<file path="src/rtl/writeback_stage_pkg.sv">
// Shared definitions for the writeback stage: state encodings and
// architectural register indices used by the register file.
package writeback_stage_pkg;

    typedef enum logic [1:0] {
        WB_IDLE     = 2'd0,
        WB_MEM_WAIT = 2'd1,
        WB_WB       = 2'd2
    } wb_state_t;

    localparam logic [3:0] REG0 = 4'd0;
    localparam logic [3:0] T    = 4'd14;
    localparam logic [3:0] PC   = 4'd15;

endpackage

</file>
<file path="src/rtl/writeback_stage_timer.sv">
// Memory-access watchdog: counts stalled request cycles and flags the
// cycle in which the count has reached MEM_TIMEOUT-1.
module wb_timeout_timer #(
    parameter int unsigned MEM_TIMEOUT = 16
) (
    input  logic Clk,
    input  logic Rst,
    input  logic Clear,
    input  logic Enable,
    output logic Expire
);

    logic [15:0] count;

    always_ff @(posedge Clk) begin
        if (Rst || Clear)
            count <= '0;
        else if (Enable)
            count <= count + 16'd1;
    end

    assign Expire = (count == 16'(MEM_TIMEOUT - 1));

endmodule

</file>
<file path="src/rtl/writeback_stage.sv">
// Memory/writeback stage: retires ALU results directly or after a single
// req/ack data-memory access, driving the register-file write port.
module writeback_stage
    import writeback_stage_pkg::*;
#(
    parameter int unsigned MEM_TIMEOUT = 16,
    parameter int unsigned CNT_W       = 16
) (
    input  logic             Clk,
    input  logic             Rst,
    input  logic             ExValid,
    output logic             ExReady,
    input  logic [15:0]      ExAluResult,
    input  logic [15:0]      ExStoreData,
    input  logic [3:0]       ExDestReg,
    input  logic             ExRegWrite,
    input  logic             ExMemRead,
    input  logic             ExMemWrite,
    output logic             MemReq,
    output logic             MemWe,
    output logic [15:0]      MemAddr,
    output logic [15:0]      MemWData,
    input  logic [15:0]      MemRData,
    input  logic             MemAck,
    output logic             RegWre,
    output logic [3:0]       WriteReg,
    output logic [15:0]      WriteData,
    output logic             Fault,
    output logic [CNT_W-1:0] RetireCount
);

    wb_state_t  state;
    logic [3:0] dest_q;
    logic       regwrite_q;
    logic       expire;
    logic       timer_clear;

    assign ExReady     = !Rst && (state == WB_IDLE || state == WB_WB);
    // The count only runs while waiting; any exit from MEM_WAIT restarts it.
    assign timer_clear = (state != WB_MEM_WAIT) || MemAck || expire;

    wb_timeout_timer #(
        .MEM_TIMEOUT(MEM_TIMEOUT)
    ) u_timer (
        .Clk    (Clk),
        .Rst    (Rst),
        .Clear  (timer_clear),
        .Enable (MemReq && !MemAck),
        .Expire (expire)
    );

    always_ff @(posedge Clk) begin
        if (Rst) begin
            state       <= WB_IDLE;
            MemReq      <= 1'b0;
            MemWe       <= 1'b0;
            MemAddr     <= '0;
            MemWData    <= '0;
            RegWre      <= 1'b0;
            WriteReg    <= '0;
            WriteData   <= '0;
            Fault       <= 1'b0;
            RetireCount <= '0;
            dest_q      <= '0;
            regwrite_q  <= 1'b0;
        end else begin
            RegWre <= 1'b0;
            Fault  <= 1'b0;
            case (state)
                WB_IDLE, WB_WB: begin
                    state <= WB_IDLE;
                    if (ExValid) begin
                        if (ExMemRead && ExMemWrite) begin
                            Fault <= 1'b1;
                        end else if (ExMemRead || ExMemWrite) begin
                            state      <= WB_MEM_WAIT;
                            MemReq     <= 1'b1;
                            MemWe      <= ExMemWrite;
                            MemAddr    <= ExAluResult;
                            MemWData   <= ExStoreData;
                            dest_q     <= ExDestReg;
                            regwrite_q <= ExRegWrite;
                        end else begin
                            state       <= WB_WB;
                            RegWre      <= ExRegWrite && (ExDestReg != REG0);
                            WriteReg    <= ExDestReg;
                            WriteData   <= ExAluResult;
                            RetireCount <= RetireCount + CNT_W'(1);
                        end
                    end
                end
                WB_MEM_WAIT: begin
                    // Ack is checked first so a completion coinciding with expiry wins.
                    if (MemAck) begin
                        MemReq      <= 1'b0;
                        RetireCount <= RetireCount + CNT_W'(1);
                        if (MemWe) begin
                            state <= WB_IDLE;
                        end else begin
                            state     <= WB_WB;
                            RegWre    <= regwrite_q && (dest_q != REG0);
                            WriteReg  <= dest_q;
                            WriteData <= MemRData;
                        end
                    end else if (expire) begin
                        MemReq <= 1'b0;
                        Fault  <= 1'b1;
                        state  <= WB_IDLE;
                    end
                end
                default: state <= WB_IDLE;
            endcase
        end
    end

endmodule

</file>
<file path="config.mk">
export PLATFORM = sky130hd
export DESIGN_NAME = writeback_stage
export DESIGN_NICKNAME = d
export VERILOG_FILES = /design/src/rtl/writeback_stage_pkg.sv /design/src/rtl/writeback_stage_timer.sv /design/src/rtl/writeback_stage.sv
export SDC_FILE = /design/constraint.sdc
export NUM_CORES = 1
export LEC_CHECK = 0
export ABC_AREA = 1
export CORE_MARGIN = 2
export CORE_UTILIZATION = 35
export DETAILED_ROUTE_END_ITERATION = 10
export PLACE_DENSITY = 0.71
export SLEW_MARGIN = 10
export SYNTH_ARGS = -nofsm -noshare
export SYNTH_HDL_FRONTEND = slang
export SYNTH_SLANG_ARGS = --single-unit
</file>
<file path="constraint.sdc">
create_clock -name Clk -period 2.5 [get_ports Clk]
set_clock_uncertainty 0.2 [all_clocks]
set_input_delay 0.25 -clock Clk [delete_from_list [all_inputs] [get_ports Clk]]
set_output_delay 0.25 -clock Clk [all_outputs]
set_load 0.02 [all_outputs]
</file>
# --- After elaboration in Yosys (flattened, before gate mapping) ---
# Index checks and enable logic that the tools add are counted.
# Widths: inputs -> output; s select.
word_totals:
  in_bits: 59
  elab_cells: 89
  reg_bits: 95
classes:
  n_reduce_logical: 21
  bitwise_logic: 1
  eq_ne: 11
  muxes: 41
  add_sub_neg: 2
op_table:
  columns: ["operator", "n"]
  rows:
  - ["$mux 16", 9]
  - ["$pmux 16 s2", 2]
  - ["$add 16x1->16 const B", 2]
  - ["$mux 4", 5]
  - ["$eq 16x4->1 const B", 1]
  - ["$mux 1", 14]
  - ["$mux 2", 6]
  - ["$ne 2x2->1 const B", 6]
  - ["$reduce_and 5->1", 2]
  - ["$pmux 4 s2", 1]
  - ["$reduce_bool 4->1", 2]
  - ["$pmux 1 s2", 3]
  - ["$reduce_and 6->1", 1]
  - ["$logic_and 1x1->1", 5]
  - ["$logic_or 1x1->1", 5]
  - ["$pmux 2 s2", 1]
  - ["$reduce_and 4->1", 1]
  - ["$ne 3x3->1 const B", 1]
  - ["$eq 2x1->1 const B", 1]
  - ["$eq 2x2->1 const B", 1]
  - ["$logic_not 1->1", 2]
  - ["$logic_not 2->1", 1]
  - ["$ne 2x1->1 const B", 1]
  - ["$reduce_bool 2->1", 1]
  - ["2 further kinds", 2]

# --- Logic depth before layout (Yosys ltp) ---
# Gate-level depths: netlist (run 1).
depth:
  depth_word: 6
  ltp_mapped: 10
  depth_no_buf: 10

# --- Modules after synthesis ---
# Synthesis (run 1) repeated with hierarchy kept, for this count alone.
unflattened:
  hier_cells: 626
  hier_area_um2: 4441.8
modules_own_cells:
  columns: ["module", "area_each_um2", "n_inst", "cells_each"]
  rows:
  - ["writeback_stage", 3535.9, 1, 488]
  - ["wb_timeout_timer", 905.9, 1, 138]

# --- Least setup slack after synthesis (run 1) ---
# OpenSTA, ideal clock, no wires.
synth_path:
  kind: "register -> register"
  start: "register RetireCount[0]"
  end: "register RetireCount[14]"
  stages_incl_launch_ff: 9
  required_time_ns: 2.172
  arrival_ns: 1.409
  setup_time_ns: 0.128
  slack_ns: 0.764
  period_less_slack_ns: 1.736
  cell_sequence: "dfxtp_1 -> ha_1 -> nand2_1 -> nor2_1 -> nand3_1 -> nor2_2 -> nand3_1 -> nand2_1 -> nor2_1"
synth_via:
  elab_chain_len: 5
  word_cells_on_any_way: 6
synth_lines:
  columns: ["element", "line", "rtl"]
  rows:
  - ["start, declared", "writeback_stage.sv:29", "output logic [CNT_W-1:0] RetireCount"]
  - ["start signal, assigned", "writeback_stage.sv:88", "RetireCount <= RetireCount + CNT_W'(1);"]
  - ["start signal, assigned", "writeback_stage.sv:96", "RetireCount <= RetireCount + CNT_W'(1);"]
  - ["$add 16x1->16 (*)", "writeback_stage.sv:88, writeback_stage.sv:96", null]
  - ["$mux 16", "writeback_stage.sv:75", "end else if (ExMemRead || ExMemWrite) begin"]
  - ["$mux 16", "writeback_stage.sv:73", "if (ExMemRead && ExMemWrite) begin"]
  - ["$mux 16", "writeback_stage.sv:72", "if (ExValid) begin"]
  - ["$pmux 16 s2 (*)", "writeback_stage.sv:69", "case (state)"]
# Mark *: on every way between the ends. The rest lies on a longest branch, timed or not. The select of a mux whose other input is x is not followed.
# A chain may end at the register's enable or synchronous reset.

# --- Worst setup path after layout (run 1) ---
layout_path:
  start: "register state[0]"
  end: "output port ExReady"
layout_via:
  elab_chain_len: 3
  word_cells_on_any_way: 4
layout_lines:
  columns: ["element", "line", "rtl"]
  rows:
  - ["start, declared", "writeback_stage.sv:32", "wb_state_t state;"]
  - ["start signal, assigned", "writeback_stage.sv:54", "state <= WB_IDLE;"]
  - ["start signal, assigned", "writeback_stage.sv:71", "state <= WB_IDLE;"]
  - ["start signal, assigned", "writeback_stage.sv:76", "state <= WB_MEM_WAIT;"]
  - ["$eq 2x2->1 / $logic_not 2->1 (equally long branches)", "writeback_stage.sv:38", "assign ExReady = !Rst && (state == WB_IDLE || state == WB_WB);"]
  - ["$logic_or 1x1->1 (*)", "writeback_stage.sv:38", null]
  - ["$logic_and 1x1->1 (*)", "writeback_stage.sv:38", null]
  - ["end, declared", "writeback_stage.sv:12", "output logic ExReady,"]
# Mark *: on every way between the ends. The rest lies on a longest branch, timed or not.

==> metrics.md, run 1 <==
| Metric | Value |
|---|---|
| CTS tree | done |
| Pre-antenna DRT Iters | 6 |
| Maximum clock path buffer count | 2 |
| Die area | 0.0131 mm2 |
| GP Congestion | 0.856 |
| Reg2Reg Setup Slack | 0.63 ns |
| Setup violators final | 0 |
| Synth warn | 0 |
| CTS sink cnt | 95 |
| Worst-path clk slew | 0.06 ns |
| Synth-to-Final Area Change | 40.7% |
| Internal | 2.72 mW |
| Max Slew Vio Count | 0 |
| Fmax | 501 MHz |
| Status | complete, no violations |
| Layout Utilization | 50.1% |
| Syn Inst Count | 615 |
| Slew headroom | 56.2% |
| Initial Util | 35.6% |
| Hold Violations, Final | 0 |
| Sequential power share | 44.6% |
| DR vias/cell | 4.90 |
| Crit share post-route | 79.9% |
| Critical path class | reg2out |
| DR iter-0 viols | 429 |
| Syn Area/Cell | 6.92 um2 |
| Num CTS Buffers | 9 |
| Largest net degree at the start of global routing | 66 |
| Detailed Place HPWL | 8620 um |
| Synthesized area | 0.00426 mm2 |
| VDD IR max | 0.274 mV |
| Tmin final | 2.00 ns |
| Die Ht | 114 um |
| Overflow left after global routing | 0 |
| Syn nets | 679 |
| Seq cells post-synth | 95 |
| Antenna violations before repair | 0 |
| Layout cells sized above 1 | 5.38% |
| Row cnt | 40 |
| Worst Hold Class | reg2reg |
| RSZ-0062 raised after global routing | no |
| Comb power frac | 18.3% |
| Clock Latency Late Sink | 0.34 ns |
| Top-count cell post-synth | nor2_1 |
| Vias in the first global route | 4037 |
| # hold bufs at CTS | 0 |
| EDFF count, synth | 0 |
| Synth cell count leaders | 155 x nor2_1, 129 x nand2_1, 95 x dfxtp_1 |
| Largest area contributor in the netlist | dfxtp_1 |
| Startpoint type of the worst setup path | flip-flop |
| CP arrival | 1.55 ns |
| Crit. End Element | output pin |
| Num ports | 132 |
| Synth top area cells | dfxtp_1 45%, nor2_1 14%, nand2_1 11% |
| Port bufs | 131 |
| Top_reg_cell synth | dfxtp_1 |
| DRC | 0 |
| Psw | 0.990 mW |
| H-tree lvl count | 3 |
| Ys async rst share | 0% |
| Synth unique cells | 27 |
| Max-cap viol count | 0 |
| Power density over cell area | 619 mW/mm2 |
| Sw frac | 26.7% |
| Total core area | 0.0120 mm2 |
| PostCTS Resize Cnt | 0 |
| DR WL/cell | 13.2 um |
| Setup_tns | 0 ns |
| Post-route ant nets | 0 |
| Gr usage total | 18.4% |
| CP required | 2.05 ns |
| Vias | 4366 |
| Tightest Pin Transition | 0.652 ns |
| Clock power share | 37.0% |
| Post-CTS Setup Bufs | 0 |
| Leakage | 2.35 nW |
| Routed wire length | 11800 um |
| Post-layout nets | 804 |
| Die W | 114 um |
| CTS Root Cell | clkbuf_16 |
| Sequential share of the synthesized area | 44.7% |
| Crit-path max FO | 8 |
| ANT cells | 0 |
| Synth top area share | 44.7% |
| First-pass GRT wire length | 19300 um |
| Worst hold slack | 0.269 ns |
## power by group through the flow
stage	Sequential [mW]	Combinational [mW]	Clock [mW]
after floorplan	1.78	0.266	0
after global placement	1.69	0.671	0
after detailed placement	1.69	0.680	0
after CTS	1.66	0.682	1.41
after global routing	1.66	0.745	1.48
final	1.65	0.680	1.37
## registers in the layout (all words and copies together) (netlist names)
name and cells:
RetireCount 16, RegWre 1, MemWData 16, regwrite_q 1, WriteData 16, MemWe 1, MemAddr 16, dest_q 4
Fault 1, MemReq 1, WriteReg 4, state 2, u_timer.count 16
## final timing paths
kind                                  startpoint  cells past startpoint                             end
setup / recovery           state[0]$_SDFFE_PP0P_                      2                         ExReady
hold / removal    u_timer.count[14]$_SDFFE_PP0P_                      2  u_timer.count[14]$_SDFFE_PP0P_
setup reg to reg   u_timer.count[0]$_SDFFE_PP0P_                     11  u_timer.count[13]$_SDFFE_PP0P_
hold reg to reg   u_timer.count[14]$_SDFFE_PP0P_                      2  u_timer.count[14]$_SDFFE_PP0P_
## critical path, stage by stage (launching register included)
cell,delay (ns)
dfxtp_1,0.56
nor2_1,0.09
clkdlybuf4s50_1,0.55
## metrics by stage
| step | power [mW] | instance area (um2) | cells | setup slack [ns] |
|---|---|---|---|---|
| after floorplan | 2.04 | 4260 | 615 | 0.764 |
| after global placement | 2.36 | 5690 | 876 | 0.326 |
| final | 3.71 | 5990 | 891 | 0.503 |
| after CTS | 3.75 | 5990 | 891 | 0.482 |
| after global routing | 3.89 | 5990 | 891 | 0.349 |
| after detailed placement | 2.37 | 5690 | 876 | 0.267 |
## metal layers
layer	track usage, %	part of all wire (%)
met1	23.1	45
met2	30.9	47
met5	0	0
met3	5.19	6.3
met4	5.61	1.9
## placed cells by master (no fill, tap or decap)
| cell type | instances |
|---|---|
| o21ai_0 | 48 |
| nand3_4 | 1 |
| clkbuf_16 | 9 |
| nor2_2 | 5 |
| nor2_4 | 1 |
| buf_4 | 9 |
| clkinv_4 | 1 |
| a21oi_1 | 26 |
| clkdlybuf4s50_1 | 131 |
| xnor2_1 | 1 |
| o21ai_1 | 2 |
| xor2_1 | 5 |
| nand4_1 | 22 |
| inv_1 | 43 |
| clkbuf_8 | 1 |
| nor3b_1 | 4 |
| ha_1 | 5 |
| nand3b_1 | 2 |
| a211oi_1 | 1 |
| a21o_1 | 1 |
| bufinv_16 | 1 |
| nand2_1 | 129 |
| nor2_1 | 155 |
| clkinv_2 | 2 |
| inv_6 | 1 |
| dfxtp_1 | 95 |
| a21oi_4 | 1 |
| inv_2 | 6 |
| nor3_1 | 15 |
| buf_12 | 2 |
| nand3_1 | 19 |
## cells by family (layout without fill, tap and decap cells)
kind of cell / count (synthesis) / after routing / share of synthesized area, %
AOI/OAI and AO/OA: 79 / 79 / 9.67
xor gates and xnor gates: 6 / 6 / 1.23
adders and majority gates: 5 / 5 / 1.47
buffers and inverters: 77 / 206 / 8.20
DFF: 95 / 95 / 44.7
and+or+nand+nor: 353 / 353 / 34.7
## area by class of cell
cell class,count,area [um2]
repair buffers,142,1420
well taps,147,184
inverters,49,184
clock inverters,5,57.6
multi-input cells,443,2010
clock buffers,10,239
fillers,1182,5970
flip-flops and latches,95,1900
Power figures use the tool's default switching activity.
==> inputs of run 2 (changes only) <==
PLACE_DENSITY = 0.73   (was 0.71)
clock period = 1.6 ns   (was 2.5 ns; I/O delays follow)
==> run 2 against run 1 <==
- the run now ends with negative setup slack left
- worst setup slack worse by 0.58 ns
- first-iteration DRC count decreased by 20%
- design area grew 8.9%
- global-route usage up 0.16 points
==> metrics.md, run 2 (synthesis results as in run 1) <==
| Metric | Value |
|---|---|
| GR met3 Demand/Resource | 3.44% (-1.7 points) |
| Post-route ant nets | 0 (unchanged) |
| Hold Path Origin | ExMemWrite |
| Detailed Place HPWL | 8650 um (+0.41%) |
| Antenna violations before repair | 0 (unchanged) |
| H-tree lvl count | 3 (unchanged) |
| Die Ht | 114 um (unchanged) |
| Crit-path max FO | 8 (unchanged) |
| Total power | 5.68 mW (+53%) |
| CTS Root Cell | clkbuf_16 |
| VDD IR max | 0.388 mV (+42%) |
| DR vias/cell | 4.74 (-3.4%) |
| FF-to-FF Start | state[0]$_SDFFE_PP0P_ |
| Pre-antenna DRT Iters | 4 (-2) |
| # hold bufs at CTS | 0 (unchanged) |
| Die area | 0.0131 mm2 (unchanged) |
| CP required | 1.68 ns (-0.37 ns) |
| Crit share post-route | 105% |
| Critical path class | reg2reg |
| Initial Util | 35.6% (unchanged) |
| Vias in the first global route | 4155 (+2.9%) |
| Crit. Startpoint | state[0]$_SDFFE_PP0P_ |
| Most common cell after layout, fill and taps aside | nor2_1 |
| Hold Violations, Final | 0 (unchanged) |
| Largest net degree at the start of global routing | 52 (-21%) |
| Die W | 114 um (unchanged) |
| Leakage | 2.94 nW (+25%) |
| Most used routing layer in global routing | met2 |
| Post-layout nets | 854 (+6.2%) |
| Power density over cell area | 870 mW/mm2 (+41%) |
| Gr usage total | 18.6% (+0.16 points) |
| Status | finished, violations left |
| Layout Utilization | 54.5% (+4.4 points) |
| Tmin final | 1.68 ns |
| Num ports | 132 (unchanged) |
| RSZ-0062 raised after global routing | yes |
| CTS tree | done |
| Tightest Pin Transition | 0.278 ns (-0.374 ns) |
| Most frequent cells in the layout | 144 x nor2_1, 126 x nand2_1, 90 x dfxtp_1 |
| Vias | 4451 (+1.9%) |
| GP Congestion | 0.867 (+1.2%) |
| Fmax | 595 MHz |
| Setup violators final | 20 (+20) |
| Clock Latency Late Sink | 0.34 ns (about the same) |
| DRC | 0 (unchanged) |
| Synth-to-Final Area Change | 53.2% |
| First-pass GRT wire length | 19300 um (-0.29%) |
| CP arrival | 1.76 ns (+0.21 ns) |
| Startpoint type of the worst setup path | flip-flop |
| Slew headroom | 81.4% (+25 points) |
| Port bufs | 131 (unchanged) |
| Setup_tns | -0.823 ns (-0.823 ns) |
| CTS sink cnt | 95 (unchanged) |
| DR WL/cell | 12.9 um (-2.3%) |
| Row cnt | 40 (unchanged) |
| Final design instance area without fill | 0.00652 mm2 (+8.9%) |
| Layout cells sized above 1 | 15.6% (+10 points) |
| Total core area | 0.0120 mm2 (unchanged) |
| Overflow left after global routing | 0 (unchanged) |
| Routed wire length | 12100 um (+3.0%) |
| Max-cap viol count | 0 (unchanged) |
| Crit. End Element | flip-flop |
| Met1 Track Usage GR | 22.4% (-0.70 points) |
| Worst Hold Class | in2reg |
| Failing checks | negative setup slack |
| Max Slew Vio Count | 0 (unchanged) |
| Final WS setup | -0.0799 ns (-0.583 ns) |
| Worst-path clk slew | 0.06 ns (about the same) |
| Worst hold slack | 0.0516 ns (-0.217 ns) |
| Fill cell total of the finished layout | 1181 (-0.085%) |
| Maximum clock path buffer count | 2 (unchanged) |
| Num CTS Buffers | 9 (unchanged) |
| M2 GR Usage | 31.7% (+0.83 points) |
| Placed Area | 0.00606 mm2 (+6.5%) |
| DR iter-0 viols | 344 (-20%) |
| ANT cells | 0 (unchanged) |
==> run 2: cell types whose count changed in the layout (fill, tap and decap cells not counted), moves of 5 or more <==
| cell | delta |
|---|---|
| nor2_1 | -11 |
| dlygate4sd2_1 | +72 |
| buf_6 | +8 |
| dfxtp_1 | -5 |
| nor2_4 | +8 |
| clkdlybuf4s50_1 | -75 |
| buf_4 | +38 |
==> run 2: worst max-delay path, cell delays in order (launching register included) <==
cell	delay, ns
dfxtp_4	0.36
buf_6	0.12
nand2_2	0.05
inv_2	0.04
nor2_4	0.09
nand3_4	0.16
a21oi_4	0.18
buf_12	0.14
clkbuf_16	0.15
nor2_1	0.04
nor2_1	0.09
==> run 2: what timing repair did <==
item                       4_1_cts  5_1_grt
cloned                           0        1
setup endpoints to repair      160       92
gates resized for setup        106       33
pin swaps                       10       13
buffers inserted                 1        3
==> run 2: final timing paths <==
| path | cells past startpoint | slack [ns] | end |
|---|---|---|---|
| max | 10 | -0.08 | WriteData[6]$_SDFFE_PP0P_ |
| min | 4 | 0.05 | MemWe$_SDFFE_PP0P_ |
| max reg2reg | 10 | -0.08 | WriteData[6]$_SDFFE_PP0P_ |
| min reg2reg | 2 | 0.26 | u_timer.count[14]$_SDFFE_PP0P_ |
==> run 2: power by group <==
| group | total [mW] | switching, mW | leakage (nW) | internal [mW] |
|---|---|---|---|---|
| logic | 1.13 | 0.611 | 2.03 | 0.520 |
| clock network | 1.97 | 0.855 | 0.132 | 1.12 |
| registers | 2.57 | 0.0688 | 0.779 | 2.50 |
==> run 2: layout make-up <==
| class | instances | area [um2] | area share [%] |
|---|---|---|---|
| Clock buffer | 13 | 260 | 3.99 |
| Clock inverter | 1 | 5.00 | 0.0767 |
| Inverter | 49 | 191 | 2.93 |
| Multi-Input combinational cell | 443 | 2170 | 33.3 |
| Sequential cell | 95 | 1910 | 29.3 |
| Tap cell | 147 | 184 | 2.82 |
| Timing Repair Buffer | 192 | 1800 | 27.5 |
==> run 2: layer usage <==
layer / vias to the layer above / share of wire, %
li1: 2311 / -
met1: 1994 / 44
met2: 123 / 48
met3: 23 / 5.4
met4: 0 / 2.6
met5: - / 0
==> run 2: stage by stage <==
step,setup slack (ns),std cells
finish,-0.0799,940
CTS,-0.0797,936
detailed placement,-0.477,921
global route,-0.146,940
floorplan,-0.00787,615
global placement,-0.426,921
